`config.mk`:
```
export PLATFORM = sky130hd
export DESIGN_NAME = keypad_scanner
export DESIGN_NICKNAME = d
export VERILOG_FILES = /design/src/rtl/keypad_pkg.sv /design/src/rtl/keypad_event_fifo.sv /design/src/rtl/keypad_scanner.sv
export SDC_FILE = /design/constraint.sdc
export NUM_CORES = 1
export LEC_CHECK = 0
export CAP_MARGIN = 20
export CELL_PAD_IN_SITES_DETAIL_PLACEMENT = 1
export CELL_PAD_IN_SITES_GLOBAL_PLACEMENT = 1
export CORE_UTILIZATION = 35
export CTS_CLUSTER_SIZE = 12
export DETAILED_ROUTE_END_ITERATION = 8
export HOLD_SLACK_MARGIN = 0.08
export PLACE_DENSITY = 0.66
export SYNTH_ARGS = -nofsm -noshare
export SYNTH_HDL_FRONTEND = slang
export SYNTH_SLANG_ARGS = --single-unit
```
`constraint.sdc`:
```
create_clock -name clk -period 3.5 [get_ports clk]
set_input_delay 0.7 -clock clk [delete_from_list [all_inputs] [get_ports clk]]
set_output_delay 0.7 -clock clk [all_outputs]
set_load 0.1 [all_outputs]
```
`src/rtl/keypad_pkg.sv`:
```
// keypad_pkg: shared types and helpers for the 4x4 keypad scanner.
// Optional feature macro used by the scanner: KEYPAD_RELEASE_EVENTS_EN.
package keypad_pkg;

  localparam int NUM_ROWS = 4;
  localparam int NUM_COLS = 4;

  typedef logic [3:0] key_idx_t;

  typedef struct packed {
    key_idx_t key;
    logic     press;
  } key_evt_t;

  typedef enum logic [1:0] {
    DRIVE,
    SAMPLE,
    EMIT
  } scan_state_e;

  // Key index is row*4 + col, which for a 4x4 matrix is just {row, col}.
  function automatic key_idx_t key_index(input logic [1:0] row, input logic [1:0] col);
    return {row, col};
  endfunction

  // Lowest set bit of a row mask; 0 when the mask is empty.
  function automatic logic [1:0] lowest_set(input logic [3:0] v);
    logic [1:0] idx;
    idx = 2'd0;
    for (int i = NUM_ROWS - 1; i >= 0; i--) begin
      if (v[i]) idx = 2'(i);
    end
    return idx;
  endfunction

endpackage

```
`src/rtl/keypad_event_fifo.sv`:
```
// keypad_event_fifo: small show-ahead FIFO of key events.
// A push into a full FIFO is accepted only if a pop happens in the same cycle.
// DEPTH must be a power of two and at least 2.
module keypad_event_fifo
  import keypad_pkg::*;
#(
  parameter int DEPTH = 4
) (
  input  logic     clk,
  input  logic     rst_n,
  input  logic     push,
  input  key_evt_t push_evt,
  output logic     full,
  input  logic     pop,
  output logic     empty,
  output key_evt_t head
);

  localparam int AW = $clog2(DEPTH);

  key_evt_t        mem_reg [DEPTH];
  logic [AW:0]     wr_ptr_reg;
  logic [AW:0]     rd_ptr_reg;
  logic            do_push;
  logic            do_pop;

  assign empty   = (wr_ptr_reg == rd_ptr_reg);
  assign full    = (wr_ptr_reg[AW] != rd_ptr_reg[AW]) &&
                   (wr_ptr_reg[AW-1:0] == rd_ptr_reg[AW-1:0]);
  assign do_pop  = pop && !empty;
  assign do_push = push && (!full || do_pop);
  assign head    = mem_reg[rd_ptr_reg[AW-1:0]];

  // Read/write pointers with a wrap bit to tell full from empty.
  always_ff @(posedge clk or negedge rst_n) begin
    if (!rst_n) begin
      wr_ptr_reg <= '0;
      rd_ptr_reg <= '0;
    end else begin
      if (do_push) wr_ptr_reg <= wr_ptr_reg + 1'b1;
      if (do_pop)  rd_ptr_reg <= rd_ptr_reg + 1'b1;
    end
  end

  // One register slot per entry; reset so the head reads as zero out of reset.
  for (genvar gi = 0; gi < DEPTH; gi++) begin : g_slot
    always_ff @(posedge clk or negedge rst_n) begin
      if (!rst_n) begin
        mem_reg[gi] <= '0;
      end else if (do_push && (wr_ptr_reg[AW-1:0] == AW'(gi))) begin
        mem_reg[gi] <= push_evt;
      end
    end
  end

endmodule

```
`src/rtl/keypad_scanner.sv`:
```
// keypad_scanner: column-scanning 4x4 keypad with per-key debounce and an
// event queue on a valid/ready stream.
// Define KEYPAD_RELEASE_EVENTS_EN to also queue key releases (evt_press = 0);
// otherwise only presses are queued and releases update key_state silently.
module keypad_scanner
  import keypad_pkg::*;
#(
  parameter int SCAN_DIV       = 12000,
  parameter int DEBOUNCE_SCANS = 4,
  parameter int FIFO_DEPTH     = 4
) (
  input  logic        clk,
  input  logic        rst_n,
  output logic [3:0]  col_n,
  input  logic [3:0]  row_n,
  output logic        evt_valid,
  input  logic        evt_ready,
  output logic [3:0]  evt_key,
  output logic        evt_press,
  output logic [15:0] key_state,
  output logic        overflow
);

  localparam int DW = $clog2(SCAN_DIV);
  localparam int CW = $clog2(DEBOUNCE_SCANS + 1);

  logic [3:0]    row_meta_reg, row_sync_reg;
  scan_state_e   state_reg, state_next;
  logic [DW-1:0] dwell_reg, dwell_next;
  logic [1:0]    col_reg, col_next;
  logic [3:0]    col_n_reg;
  logic [15:0]   key_state_reg, key_state_next;
  logic [15:0]   flip, report;
  logic [3:0]    pending_reg, pending_next, pending_set;
  logic          overflow_reg;
  logic          push, pop, fifo_full, fifo_empty;
  key_evt_t      push_evt, head;

  // Two-flop synchronizer on the asynchronous rows; idle level is all ones.
  always_ff @(posedge clk or negedge rst_n) begin
    if (!rst_n) begin
      row_meta_reg <= 4'hF;
      row_sync_reg <= 4'hF;
    end else begin
      row_meta_reg <= row_n;
      row_sync_reg <= row_meta_reg;
    end
  end

  // Per-key debounce: only keys in the driven column are evaluated in SAMPLE.
  for (genvar gi = 0; gi < NUM_ROWS * NUM_COLS; gi++) begin : g_key
    logic          raw, sel, flip_k;
    logic [CW-1:0] deb_cnt_reg, deb_cnt_next;

    assign raw = ~row_sync_reg[gi / NUM_COLS];
    assign sel = (state_reg == SAMPLE) && (col_reg == 2'(gi % NUM_COLS));

    // Count disagreeing samples; flip once the count reaches DEBOUNCE_SCANS.
    always_comb begin
      deb_cnt_next = deb_cnt_reg;
      flip_k       = 1'b0;
      if (sel) begin
        if (raw == key_state_reg[gi]) begin
          deb_cnt_next = '0;
        end else if (deb_cnt_reg >= CW'(DEBOUNCE_SCANS - 1)) begin
          deb_cnt_next = '0;
          flip_k       = 1'b1;
        end else begin
          deb_cnt_next = deb_cnt_reg + 1'b1;
        end
      end
    end

    assign flip[gi] = flip_k;

    // Debounce counter register.
    always_ff @(posedge clk or negedge rst_n) begin
      if (!rst_n) deb_cnt_reg <= '0;
      else        deb_cnt_reg <= deb_cnt_next;
    end
  end

  assign key_state_next = key_state_reg ^ flip;

`ifdef KEYPAD_RELEASE_EVENTS_EN
  assign report = flip;
`else
  assign report = flip & key_state_next;
`endif

  // A row needs an event if its key in the current column made a reportable flip.
  for (genvar gi = 0; gi < NUM_ROWS; gi++) begin : g_row
    assign pending_set[gi] = |report[gi*NUM_COLS +: NUM_COLS];
  end

  // Scan FSM: dwell on a column, sample it, then emit its events one per cycle.
  always_comb begin
    logic [1:0] row_sel;
    logic [3:0] remaining;
    key_idx_t   k;
    state_next   = state_reg;
    dwell_next   = dwell_reg;
    col_next     = col_reg;
    pending_next = pending_reg;
    push         = 1'b0;
    push_evt     = '0;
    row_sel      = lowest_set(pending_reg);
    remaining    = pending_reg & ~(4'b0001 << row_sel);
    k            = key_index(row_sel, col_reg);
    case (state_reg)
      DRIVE: begin
        if (dwell_reg == DW'(SCAN_DIV - 1)) begin
          dwell_next = '0;
          state_next = SAMPLE;
        end else begin
          dwell_next = dwell_reg + 1'b1;
        end
      end
      SAMPLE: begin
        pending_next = pending_set;
        if (pending_set == 4'b0000) begin
          col_next   = col_reg + 2'd1;
          state_next = DRIVE;
        end else begin
          state_next = EMIT;
        end
      end
      EMIT: begin
        if (pending_reg != 4'b0000) begin
          push           = 1'b1;
          push_evt.key   = k;
          push_evt.press = key_state_reg[k];
          pending_next   = remaining;
        end
        if (remaining == 4'b0000) begin
          col_next   = col_reg + 2'd1;
          dwell_next = '0;
          state_next = DRIVE;
        end
      end
      default: state_next = DRIVE;
    endcase
  end

  // Scanner state registers, including the registered column drive.
  always_ff @(posedge clk or negedge rst_n) begin
    if (!rst_n) begin
      state_reg     <= DRIVE;
      dwell_reg     <= '0;
      col_reg       <= 2'd0;
      col_n_reg     <= 4'b1110;
      key_state_reg <= '0;
      pending_reg   <= '0;
    end else begin
      state_reg     <= state_next;
      dwell_reg     <= dwell_next;
      col_reg       <= col_next;
      col_n_reg     <= ~(4'b0001 << col_next);
      key_state_reg <= key_state_next;
      pending_reg   <= pending_next;
    end
  end

  assign pop = !fifo_empty && evt_ready;

  keypad_event_fifo #(
    .DEPTH(FIFO_DEPTH)
  ) u_fifo (
    .clk     (clk),
    .rst_n   (rst_n),
    .push    (push),
    .push_evt(push_evt),
    .full    (fifo_full),
    .pop     (pop),
    .empty   (fifo_empty),
    .head    (head)
  );

  // Sticky drop flag: a push into a full queue with no simultaneous pop.
  always_ff @(posedge clk or negedge rst_n) begin
    if (!rst_n) overflow_reg <= 1'b0;
    else if (push && fifo_full && !pop) overflow_reg <= 1'b1;
  end

`ifdef KEYPAD_RELEASE_EVENTS_EN
  assign evt_press = head.press;
`else
  logic after_reset_reg;

  // Only presses are queued, so evt_press reads 1 from the first cycle after reset.
  always_ff @(posedge clk or negedge rst_n) begin
    if (!rst_n) after_reset_reg <= 1'b0;
    else        after_reset_reg <= 1'b1;
  end

  assign evt_press = head.press | after_reset_reg;
`endif

  assign col_n     = col_n_reg;
  assign evt_valid = !fifo_empty;
  assign evt_key   = head.key;
  assign key_state = key_state_reg;
  assign overflow  = overflow_reg;

endmodule

```
-- Word level (Yosys, flattened, before mapping)
Index checks and enable logic that the tools add are counted.
- eq/ne operators: 31
- reduce and logical (&&, ||, !) cells: 33
- bitwise gates (word level): 11
- $lt $le $gt $ge: 18
- add/sub/neg operators: 20
- shifts and indexed selects: 2
- multiplexer cells: 105
- operator list (operator ; count):
    $mux W3 ; 32
    $add A3 B1 Y3 const B ; 18
    $mux W1 ; 51
    $ge A3 B2 Y1 const B ; 16
    $mux W14 ; 2
    $pmux W14 S2 ; 1
    $mux W5 ; 4
    $mux W2 ; 9
    $and A16 B16 Y16 ; 1
    $eq A1 B1 Y1 ; 16
    $reduce_or A4 Y1 ; 4
    $xor A16 B16 Y16 ; 1
    $add A14 B1 Y14 const B ; 1
    $eq A14 B14 Y1 const B ; 1
    $logic_and A1 B1 Y1 ; 14
    $bmux W5 S2 ; 1
    $eq A2 B2 Y1 const B ; 5
    $logic_not A4 Y1 ; 2
    $not A4 Y4 ; 2
    $pmux W4 S2 ; 1
    $shl A1 B2 Y4 const A ; 2
    $eq A2 B1 Y1 const B ; 3
    $logic_not A2 Y1 ; 3
    $ne A2 B2 Y1 const B ; 3
    19 further kinds ; 27
- output and inout port bits: 27
- register bits after elaboration: 126
- word-level logic and storage cells: 256

-- Logic depth before layout (Yosys ltp)
- depth in word-level cells: 12
- depth in mapped cells: 13

-- Modules after synthesis
From an unflattened synthesis, not the netlist that was laid out.
- cell total of the unflattened synthesis: 638
- area, all modules: 6792.8 µm²
- modules (own cells, without submodules) (module ; instances ; seq. area each (µm²) ; area each (µm²) ; cells an instance):
    keypad_scanner ; 1 ; 2516.2 ; 5395.2 ; 554
    keypad_event_fifo ; 1 ; 650.6 ; 1397.6 ; 84

-- Worst setup path after synthesis
Ideal clock, no wire load.
- path kind: register to register
- start point: register col_reg[1]
- end point: register col_n_reg[1] (netlist: col_n[1])
- arrival time: 2.866 ns
- cell stages (with the launch flop): 14
- setup slack: 0.550 ns
- library setup time: 0.083 ns
- clock period less this slack: 2.950 ns
- cell sequence: dfrtp_1 -> clkbuf_1 -> inv_1 -> ha_1 -> and2_1 -> clkbuf_1 -> nand2_1 -> nor2_1 -> ha_1 -> nor4_1 -> and4_1 -> a32oi_1 -> nand2b_1 -> o32a_1
- longest elaborated chain between the ends: 11
- elaborated cells on any way between the ends: 37
- ends and longest elaborated chain (element ; RTL line ; source):
    start, declared ; keypad_scanner.sv:30 ; logic [1:0] col_reg, col_next;
    start signal, assigned ; keypad_scanner.sv:157 ; col_reg <= col_next;
    $eq A2 B1 Y1 (tied with other cells) ; keypad_scanner.sv:56 ; assign sel = (state_reg == SAMPLE) && (col_reg == 2'(gi % NUM_COLS));
    $logic_and A1 B1 Y1 ; keypad_scanner.sv:56 ;
    $mux W1 ; keypad_scanner.sv:62 ; if (sel) begin
    $xor A16 B16 Y16 ; keypad_scanner.sv:83 ; assign key_state_next = key_state_reg ^ flip;
    $and A16 B16 Y16 ; keypad_scanner.sv:88 ; assign report = flip & key_state_next;
    $reduce_or A4 Y1 ; keypad_scanner.sv:93 ; assign pending_set[gi] = |report[gi*NUM_COLS +: NUM_COLS];
    $logic_not A4 Y1 ; keypad_scanner.sv:121 ; if (pending_set == 4'b0000) begin
    $mux W2 ; keypad_scanner.sv:121 ;
    $pmux W2 S2 * ; keypad_scanner.sv:110 ; case (state_reg)
    $shl A1 B2 Y4 * ; keypad_scanner.sv:158 ; col_n_reg <= ~(4'b0001 << col_next);
    $not A4 Y4 * ; keypad_scanner.sv:158 ;
    end signal, assigned ; keypad_scanner.sv:158 ;
    end, declared ; keypad_scanner.sv:31 ; logic [3:0] col_n_reg;
Mark *: on every way between the ends. The rest lies on a longest branch, timed or not.
A chain may end at the register's enable or synchronous reset.

-- Worst setup path after layout
- start point: register col_reg[0]
- end point: register col_n_reg[3] (netlist: col_n[3])
Same word-level chain as after synthesis.

==> key figures <==
Clocking
  • Post CTS Setup Buffer Count: 0
  • Longest Clk Path Bufs: 2
  • Hold buffers post-CTS: 0
  • Sink Count: 126
  • CTS root buf: clkbuf_16
  • Clock slew at reported path FFs: 60 ps
  • Clk Latency, worst-skew pair: 420 ps
  • H-tree depth: 4
  • Number of CTS-inserted buffers: 17
  • Resize count post-CTS: 0
  • CTS tree: done

Job
  • Number of max-cap violations: 0

Synthesis
  • Post-Syn Instances: 639
  • Yosys warns: 0
  • Yosys top cell area share: 43.4%
  • Register bit total from synthesis: 126
  • Area leader, netlist: dfrtp_1
  • Synth cell types: 57
  • Post-Syn Area: 6630 µm²
  • Seq/Total Area, Yosys: 47.8%
  • Synth top area cells: dfrtp_1 43%, ha_1 12%, nand2_1 5.7%, dfstp_2 4.4%, inv_1 3.7%
  • Syn_area_per_cell: 10.4 µm²
  • Main synth FF type: dfrtp_1
  • Post-synthesis async set-or-reset flop share: 100%
  • EDFF count, synth: 0
  • Post-synth net total: 707

Global routing
  • Largest net degree at the start of global routing: 60
  • Gr ovfl total: 0
  • First-pass GRT wire length: 27800 µm
  • Initial antenna violation count: 0
  • Vias in the first global route: 5432
  • GRT Resource Usage Total: 18.4%

Floorplan
  • Io pins: 34
  • Starting density of the core: 36.3%
  • Die Ht: 140 µm
  • DIE AREA: 19500 µm²
  • Num rows: 49
  • Die W: 140 µm
  • Placeable Area: 18300 µm²

Finish
  • Commonest cells after routing, fill and taps aside: 115 x dfrtp_1, 100 x nand2_1, 66 x inv_1
  • Final instance area: 7830 µm²
  • Synth-to-Final Area Change: 18.1%
  • # diodes: 0
  • Ratio of cells with drive above 1 in the final layout: 17.0%
  • Commonest non-fill, non-tap cell in the layout: dfrtp_1
  • Max reg flops: 48
  • Final Net Count: 745

Setup path
  • Worst Setup Start Kind: flip-flop
  • CP required: 3810 ps
  • Slowest cell on the critical path: dfrtp_1
  • Max incr delay on CP: 500 ps
  • Worst R2R Setup Slack: 340 ps
  • Path depth of the worst reg2reg path: 12
  • CP Capture Type: flip-flop
  • Crit Path Class: flip-flop to flip-flop
  • Max FO, Critical Path: 8
  • Worst reg2reg endpoint: col_n[3]$_DFF_PN1_
  • CP startpoint: col_reg[0]$_DFF_PN0_
  • Critical R2R Launch: col_reg[0]$_DFF_PN0_
  • Crit path DAT: 3470 ps
  • Crit path cell chain: inv_1 > ha_1 > and2_1 > nand2_1 > nor2_1 > ha_1 > nor4_1 > buf_4 > nand4_1 > a21oi_2 > nand2_1 > a211oi_1

Status
  • Status: completed

Route
  • Drt wl/cell: 18.0 µm
  • Total Wirelength: approximately 17000 µm
  • Routed Antenna Nets: 0
  • TritonRoute pass-1 iters: 4
  • Vias: between 4000 and 5000
  • DRC viols: 0
  • Vias/cell: 5.42
  • First DRT Iteration DRCs: 196

Timing
  • Tmin final: between 3000 and 4000 ps
  • Final setup fails: 0
  • RSZ-0062 raised after global routing: no
  • Worst setup margin: approximately 340 ps
  • Least-Margin Pin Slew: 970 ps
  • Final period util: 90.2%
  • Setup TNS: 0 ps
  • Setup Skew: 7.68 ps
  • Final Hold Fails: 0
  • Slew margin rel.: 35.1%
  • Fin. max-slew vios: 0
  • Fmax: about 0.32 GHz

Placement
  • Place WS: slightly above 200 ps
  • Area after DPL: 7160 µm²
  • Detail Placement HPWL: 11900 µm
  • Port bufs: 33
  • Routability cong.: 0.804

Hold path
  • HP Class: primary input to asynchronous set/reset pin

Power
  • Pwr Density: 444 nW/µm²
  • VDD IR max: 0.297 mV
  • Leakage: 3.67 nW
  • Pwr Total: 3.47 mW
==> layout make-up <==
type | count | area (µm²)
Clock inverter | 15 | 220
Inverter | 66 | 248
Multi-Input combinational cell | 424 | 3140
Fill cell | 2006 | 10400
Tap cell | 229 | 287
Sequential cell | 126 | 3170
Timing Repair Buffer | 42 | 345
Clock buffer | 17 | 425
==> cells by family (layout without fill, tap and decap cells) <==
family,after synthesis,in the layout,share of synthesized area [%]
other cells,1,1,0.0565
simple gates,176,176,11.8
fa+ha+maj,61,61,11.5
buf+inv,89,140,5.23
compound gates,133,133,14.1
flops,126,126,47.8
mux,29,29,6.40
xor+xnor,24,24,3.17
==> per-layer routing <==
metal	share of wire (%)	GRT usage, %	vias to the layer above
met4	1.3	5.61	0
li1	-	-	2327
met5	0	0	-
met3	2.8	4.09	17
met2	51	32.1	66
met1	45	22.6	2569
==> report_power, final <==
part | leakage, nW | total [mW] | switching [mW] | internal (mW)
clock network | 0.301 | 1.94 | 0.682 | 1.26
registers | 1.70 | 1.47 | 0.00706 | 1.47
logic | 1.67 | 0.0589 | 0.0424 | 0.0166
==> cells in the mapped netlist (2+ instances only) <==
cell type and count:
nand2_1 100, ha_1 61, nand4_1 6, nor4_1 4, a41oi_1 5, xnor2_1 23, o21a_1 2, a32o_1 9
clkbuf_1 17, nand2b_1 3, inv_1 66, mux2i_1 3, a21oi_1 12, buf_2 4, mux2_2 17, a2bb2oi_1 2
dfrtp_1 115, o22ai_1 8, nor3_1 4, o31ai_1 16, mux4_2 9, a31o_2 2, and3_1 2, nand3_1 7
a22oi_1 2, and2_1 5, and4_1 2, dfstp_2 11, a31oi_1 9, o21ai_0 33, or3_1 3, a211oi_1 20
nor2_1 33
==> worst max-delay path by stage <==
stage | end | slack, ps | cells past startpoint
3_5_place_dp | col_n[3]$_DFF_PN1_ | 210 | 11
5_1_grt | col_n[3]$_DFF_PN1_ | 7 | 12
4_1_cts | col_n[3]$_DFF_PN1_ | 190 | 11
2_1_floorplan | col_n[1]$_DFF_PN1_ | 550 | 13
3_3_place_gp | col_n[1]$_DFF_PN1_ | 460 | 11
6_report | col_n[3]$_DFF_PN1_ | 340 | 12
==> critical path, delay by kind of cell (launching register included) <==
| kind | cells | cell delay (ps) |
|---|---|---|
| and+or+nand+nor | 6 | 1110 |
| AOI/OAI and AO/OA | 2 | 620 |
| DFF | 1 | 500 |
| adders and majority gates | 2 | 450 |
| buffers and inverters | 2 | 360 |
==> through the flow <==
stage | hold WS (ps) | instances | utilization (%)
3_3_place_gp | 347 | 887 | 39.2
5_1_grt | 360 | 919 | 42.9
6_report | 356 | 919 | 42.9
4_1_cts | 356 | 919 | 42.7
3_5_place_dp | 348 | 887 | 39.2
2_1_floorplan | 345 | 639 | -
Note: power is estimated with default switching activity, not from simulation.
==> patch: new RTL, same flow settings <==
Register the output `overflow` once more, without a reset; this adds one clock of latency there. The other outputs are not delayed to match.
--- a/src/rtl/keypad_scanner.sv
+++ b/src/rtl/keypad_scanner.sv
@@ -201,5 +201,7 @@
   assign evt_key   = head.key;
   assign key_state = key_state_reg;
-  assign overflow  = overflow_reg;
+  always_ff @(posedge clk) begin
+    overflow <= overflow_reg;
+  end
 
 endmodule
Formal check against the unedited RTL: same outputs for any inputs over 10 cycles, from zero or initial values and one cycle with rst_n low; that may be too few to reach the edited logic, so the function may still have changed.
==> patch against the original RTL <==
Maximum frequency down 2.9%; setup slack worse by 0.094 ns; count of clock-buffer cells in the layout up 8; wire length up 0.17%; clock power down 11%; die area up 0.15%; sequential cell count up 1; synthesized area up 0.15%; cell area down 0.82%; clock skew up 0.0014 ns; cell count up 0.54%; total power down 5.6%; critical path type unchanged; largest cell class unchanged.
==> patch: results (changes against the original RTL) <==
{
  "drt-vias-per-instance": {"value": 5.33, "change": "-1.6%"},
  "grtUsageMet3": {"value": 0.0440, "change": "+0.00310"},
  "grt_use_met1": {"value": 0.222, "change": "-0.00428"},
  "grt_use_total": {"value": 0.186, "change": "+0.00250"},
  "finish.net_count": {"value": 746, "change": "+0.13%"},
  "synth.net_count": {"value": 709, "change": "+0.28%"},
  "placedInstanceArea": {"value": 7170, "unit": "um2", "change": "+0.14%"},
  "fin_worst_skew": {"value": 0.00909, "unit": "ns", "change": "+0.00141 ns"},
  "timing.max_slew.rel_slack": {"value": 0.356, "change": "+0.00412"},
  "clk_pwr": {"value": 1730, "unit": "uW", "change": "-11%"},
  "number_of_global_route_vias_before_repair": {"value": 5559, "change": "+2.3%"},
  "place_inst": {"value": 893, "change": "+0.68%"},
  "layout-drive-gt1-share": {"value": 0.157, "change": "-0.0130"},
  "synth-async-reset-ratio": {"value": 0.992, "change": "-0.00787"},
  "fill_cells": {"value": 2061, "change": "+2.7%"},
  "groute.layer.met2.usage": {"value": 0.328, "change": "+0.00708"},
  "first_iter_violations": {"value": 234, "change": "+19%"},
  "outcome": "finished, final reports clean",
  "synth.top_cells.by_count": "sky130_fd_sc_hd__dfrtp_1, sky130_fd_sc_hd__nand2_1, sky130_fd_sc_hd__inv_1, sky130_fd_sc_hd__ha_1, sky130_fd_sc_hd__o21ai_0",
  "synth_top_cells_by_area": "sky130_fd_sc_hd__dfrtp_1, sky130_fd_sc_hd__ha_1, sky130_fd_sc_hd__nand2_1",
  "detail_route.wirelength": {"value": 16600, "unit": "um", "change": "+0.17%"},
  "placement.setup.worst_slack": {"value": 0.0398, "unit": "ns", "change": "-0.166 ns"},
  "critPathArrivalTime": {"value": 3.55, "unit": "ns", "change": "+0.08 ns"},
  "ff2ff_setup_slack": {"value": 0.25, "unit": "ns", "change": "-0.09 ns"},
  "gp_congestion": {"value": 0.784, "change": "-2.5%"},
  "grt_max_degree": {"value": 61, "change": "+1.7%"},
  "reg2reg_depth": {"value": 11, "change": "-1"},
  "cpPeakStageDelay": {"value": 0.48, "unit": "ns", "change": "-0.02 ns"}
}
[patch: cell type report]
cell class,instances,area [um2],share of cell area
clock buffer,25,485,0.0625
clock inverter,6,82.6,0.0106
inverter,66,248,0.0319
multi-input combinational,424,3120,0.402
sequential,127,3190,0.410
tap,234,293,0.0377
timing repair buffer,42,345,0.0445
[patch: how the worst min path moves through the flow]
| stage | startpoint | endpoint | slack, ns | cells past startpoint |
|---|---|---|---|---|
| floorplan | row_meta_reg[0]$_DFF_PN1_ | row_sync_reg[0]$_DFF_PN1_ | 0.35 | 0 |
| global placement | row_meta_reg[1]$_DFF_PN1_ | row_sync_reg[1]$_DFF_PN1_ | 0.35 | 0 |
| CTS | row_meta_reg[3]$_DFF_PN1_ | row_sync_reg[3]$_DFF_PN1_ | 0.36 | 0 |
| finish | row_meta_reg[0]$_DFF_PN1_ | row_sync_reg[0]$_DFF_PN1_ | 0.36 | 0 |
| global route | row_meta_reg[2]$_DFF_PN1_ | row_sync_reg[2]$_DFF_PN1_ | 0.36 | 0 |
| detailed placement | row_meta_reg[3]$_DFF_PN1_ | row_sync_reg[3]$_DFF_PN1_ | 0.35 | 0 |
[patch: logic make-up after synthesis]
| family | synth area share |
|---|---|
| XOR/XNOR | 0.0317 |
| AO/OA/AOI/OAI | 0.138 |
| other | 0.000565 |
| flip-flops | 0.480 |
| buffers and inverters | 0.0531 |
| multiplexers | 0.0641 |
| AND/OR/NAND/NOR | 0.118 |
| adder cells (fa/ha/maj) | 0.115 |
[patch: layer usage]
metal | vias to the layer above | part of all wire | wire length (um)
met4 | 0 | 0.021 | 345
met1 | 2511 | 0.44 | 7310
met5 | - | 0 | 0
met3 | 28 | 0.027 | 451
li1 | 2322 | - | -
met2 | 67 | 0.51 | 8510
